`config.mk`:
```
export PLATFORM = sky130hd
export DESIGN_NAME = add_mux_pipe
export DESIGN_NICKNAME = d
export VERILOG_FILES = /design/src/rtl/add_mux_pipe.sv
export SDC_FILE = /design/constraint.sdc
export NUM_CORES = 1
export LEC_CHECK = 0
export CAP_MARGIN = 0
export CORE_MARGIN = 4
export CORE_UTILIZATION = 40
export DETAILED_ROUTE_END_ITERATION = 8
export PLACE_DENSITY = 0.65
export SYNTH_ARGS = -nofsm -noshare
export SYNTH_HDL_FRONTEND = slang
export SYNTH_SLANG_ARGS = --single-unit
```
`constraint.sdc`:
```
create_clock -name clk -period 1.6 [get_ports clk]
set_input_delay 0.32 -clock clk [delete_from_list [all_inputs] [get_ports clk]]
set_output_delay 0.32 -clock clk [all_outputs]
set_load 0.01 [all_outputs]
```
`src/rtl/add_mux_pipe.sv`:
```
// rtl/add_mux_pipe.sv - two-stage pipelined half-word adder with upper-half select mux and valid/ready flow control
module add_mux_pipe #(
    parameter int WIDTH = 8,
    parameter int SAT   = 0,
    parameter int CNT_W = 8
) (
    input  logic             clk,
    input  logic             rst,
    input  logic             in_valid,
    output logic             in_ready,
    input  logic [WIDTH-1:0] data_in,
    input  logic             sel,
    output logic             out_valid,
    input  logic             out_ready,
    output logic [WIDTH-1:0] data_out,
    output logic             overflow,
    output logic             busy,
    output logic [CNT_W-1:0] txn_count
);
    localparam int H = WIDTH / 2;

    logic         s1_valid;
    logic         s2_valid;
    logic [H:0]   s1_sum;
    logic [H-1:0] s1_a;
    logic         s1_sel;

    logic         s1_advance;
    logic         in_fire;
    logic [H:0]   sum_in;
    logic [H-1:0] low_next;
    logic [H-1:0] upper_next;

    // S1 may hand its beat to S2 when S2 is empty or draining this cycle
    assign s1_advance = s1_valid && (!s2_valid || out_ready);
    assign in_ready   = !rst && (!s1_valid || s1_advance);
    assign in_fire    = in_valid && in_ready;
    assign sum_in     = {1'b0, data_in[H-1:0]} + {1'b0, data_in[WIDTH-1:H]};

    always_comb begin
        low_next = s1_sum[H-1:0];
        if (SAT != 0 && s1_sum[H]) begin
            low_next = '1;
        end
        upper_next = s1_sel ? s1_a : '0;
    end

    assign out_valid = s2_valid;
    assign busy      = s1_valid || s2_valid;

    always_ff @(posedge clk) begin
        if (rst) begin
            s1_valid  <= 1'b0;
            s2_valid  <= 1'b0;
            s1_sum    <= '0;
            s1_a      <= '0;
            s1_sel    <= 1'b0;
            data_out  <= '0;
            overflow  <= 1'b0;
            txn_count <= '0;
        end else begin
            if (s1_advance) begin
                s2_valid <= 1'b1;
                data_out <= {upper_next, low_next};
                overflow <= s1_sum[H];
            end else if (s2_valid && out_ready) begin
                s2_valid <= 1'b0;
            end

            if (in_fire) begin
                s1_valid  <= 1'b1;
                s1_sum    <= sum_in;
                s1_a      <= data_in[H-1:0];
                s1_sel    <= sel;
                txn_count <= txn_count + CNT_W'(1);
            end else if (s1_advance) begin
                s1_valid <= 1'b0;
            end
        end
    end
endmodule
```
==> flow_summary.ini <==
[power]
pwr_density_cell_mw_per_mm2 = 774
vdd_ir_drop_max_mv = 0.429
leakagePower_nw = 0.790
power_w = 0.00143

[finish]
area.growth.synth_to_final_pct = 45.9
diodes = 0
fin_nets = 216
final_layout_size_suffix_gt1_share_pct = 21.8

[yosys]
synthesis.area_per_instance_um2 = 8.64
count_of_unique_library_cells_instantiated_by_yosys = 31
postSynthNetCount = 166
area_share_of_the_largest_cell_type_after_synthesis_pct = 45.7
yosys-top-cells-area = sky130_fd_sc_hd__dfxtp_1 46%, sky130_fd_sc_hd__nand2_1 7.1%, sky130_fd_sc_hd__ha_1 4.9%
yosys_register_bits = 29
mappedNetlistArea_mm2 = 0.00127
syn_inst = 147
synth_largest_area_cell = sky130_fd_sc_hd__dfxtp_1
yosysWarningCount = 0
async_flop_share_pct = 0
synth_top_flop_cell = sky130_fd_sc_hd__dfxtp_1
synth_seq_area_share_pct = 45.7
count_of_flip_flops_with_a_built_in_enable_after_synthesis = 0

[detailed_routing]
number_of_drc_violations_after_detailed_routing_iteration_0 = 32
wirelength_met1_mm = 1.30
wl_mm = 2.74
vias = 1119
viasPerCell = 4.64
drt_drc_violations_left = 0
wl_met3_um = 176
drt-wirelength-per-cell_um = 11.4
drt.antenna.violating_nets = 0
met2_routed_wirelength_mm = 1.23
1st_pass_router_iterations = 4
highest_layer = met4

[sta]
period_needed_ns = 1.55
worst-slew-pin-transition_ns = 0.302
final_hold_viols = 0
fin_setup_tns_ns = 0
final_critical_path_setup_slack_ns = 0.0456
fin_worst_skew_ns = 0.00510
highest_attainable_clock_frequency_ghz = 0.643
finalCritPeriodShare_pct = 97.2
hold_ws_ns = 0.352
worst_slew_margin_rel_pct = 79.9
timing.final.max_slew_violations = 0
report.final.setup_viol = 0

[worst_setup_path]
crit_slowest_cell = sky130_fd_sc_hd__clkdlybuf4s50_1
critPathMaxFanout = 5
arrival_ns = 1.23
worst-setup-path-type = flop to primary output
critical_path_required_ns = 1.28
reg2reg_from = out_valid$_SDFFE_PP0P_
buffer_and_inverter_count_on_the_worst_path = 1
critical-path-max-stage-delay_ns = 0.54
setup.worst_path.start_class = flop
setup.worst_path.end_class = primary output
crit_chain = clkdlybuf4s50_1
crit_path_start = txn_count[3]$_SDFFE_PP0P_
path_delay_family = buffers and inverters

[place]
gpl.final_weighted_congestion = 0.726
final_hpwl_from_detailed_placement_mm = 2.01
portBuffers = 32
place_ws_ns = -0.414

[cts]
cts.sinks = 29
cts.reportedPaths.clkPinSlew_ns = 0.08
cts.root.buffer_cell = sky130_fd_sc_hd__clkbuf_4
cts_tree = yes
clkLatencyLatePin_ns = 0.31
cts_made_buffers = 5
cts_buffer_depth = 2
number_of_levels_the_h_tree_was_split_into = 2

[global_route]
initial_antenna_violation_count = 0
first_global_vias = 1037
grt_util_all_layers_pct = 13.7
globalRouteOverflowTotal = 0
grt_max_degree = 20
grt_pass1_wl_mm = 4.46

[min_path]
timing.hold.worst.start = out_ready
worst_hold_path_class = primary input to flop

[die]
floorplan.die_area_mm2 = 0.00414
row_count = 20
ios = 33
start_util_pct = 41.6
dieWidth_um = 64.3
design.core.area_mm2 = 0.00305
die_height_um = 64.3

[job]
max_cap_violation_count = 0

[outcome]
status = completed
-- area by class of cell --
cell class / instances / area (um2)
Timing Repair Buffer: 50 / 465
Tap cell: 44 / 55.1
Clock buffer: 7 / 55.1
Inverter: 6 / 22.5
Multi-Input combinational cell: 105 / 669
Sequential cell: 29 / 586
Fill cell: 282 / 1200
-- cells in the final DEF (no fill, tap or decap), drive strengths merged, types with 2 or more instances in the layout --
cell type      netlist  routed
ha                   5       5
xnor2                5       5
nand2b               8       8
buf                  4      20
a21oi               12      12
xor2                 2       2
nand3                5       5
nor2                13      13
dlymetal6s2s         0       5
a211oi               3       3
nor3                 2       2
or3b                 3       3
o21ai               10      10
a21o                 2       2
nor3b                2       2
clkdlybuf4s50        0      24
clkbuf               3       7
dfxtp               29      29
nand2               24      24
inv                  6       6
-- cell usage after synthesis, drive strengths merged (4+ instances only) --
cell,instances
nor2,13
dfxtp,29
a21oi,12
nand3,5
o21ai,10
nand2b,8
nand2,24
xnor2,5
buf,4
inv,6
ha,5
-- final timing paths --
path | endpoint | slack [ns] | depth (start not counted)
max | txn_count[3] | 0.05 | 1
min | out_valid$_SDFFE_PP0P_ | 0.35 | 3
max reg2reg | s1_sum[4]$_SDFFE_PP0P_ | 0.16 | 6
min reg2reg | data_out[1]$_SDFFE_PP0P_ | 0.45 | 2
-- sequential cells by signal, indices dropped and copies added, names as in the netlist --
signal,count
s1_sel,1
overflow,1
s1_sum,5
txn_count,8
data_out,8
s1_a,4
s1_valid,1
out_valid,1
-- repair_timing --
action,in CTS,in global routing
hold buffers,0,0
setup buffers,0,1
resized for setup,15,17
pin swaps,1,2
gates cloned,0,1
setup endpoints to repair,8,12
-- cell families (layout without fill, tap and decap cells) --
| kind of cell | after synthesis | in the layout | share of synthesized area (%) |
|---|---|---|---|
| xor+xnor | 7 | 7 | 4.83 |
| fa+ha+maj | 6 | 6 | 6.50 |
| buf+inv | 13 | 63 | 5.02 |
| flops | 29 | 29 | 45.7 |
| compound gates | 28 | 28 | 12.3 |
| simple gates | 64 | 64 | 25.6 |
-- per-stage QoR --
stage          instances  utilization, %  area (um2)
2_1_floorplan        147               -        1270
5_1_grt              241            60.7        1850
3_3_place_gp         232            56.5        1720
3_5_place_dp         232            56.5        1720
4_1_cts              239            58.2        1780
6_report             241            60.7        1850
-- worst reg2reg max path, delay by kind of cell, from the launching register on --
family	cells	cell delay, ns
AOI/OAI and AO/OA	1	0.18
buffers and inverters	2	0.30
DFF	1	0.32
and+or+nand+nor	3	0.56
-- layer usage --
layer	vias to the layer above	global-route usage (%)
met5	-	0
met3	6	5.62
met4	0	3.96
met1	498	17.6
met2	26	20.9
li1	589	-
-- power breakdown --
group | switching (W) | internal (W)
sequential | 0.0000227 | 0.000756
clock | 0.000227 | 0.000207
combinational | 0.0000977 | 0.000123
(Power assumes the default switching activity.)
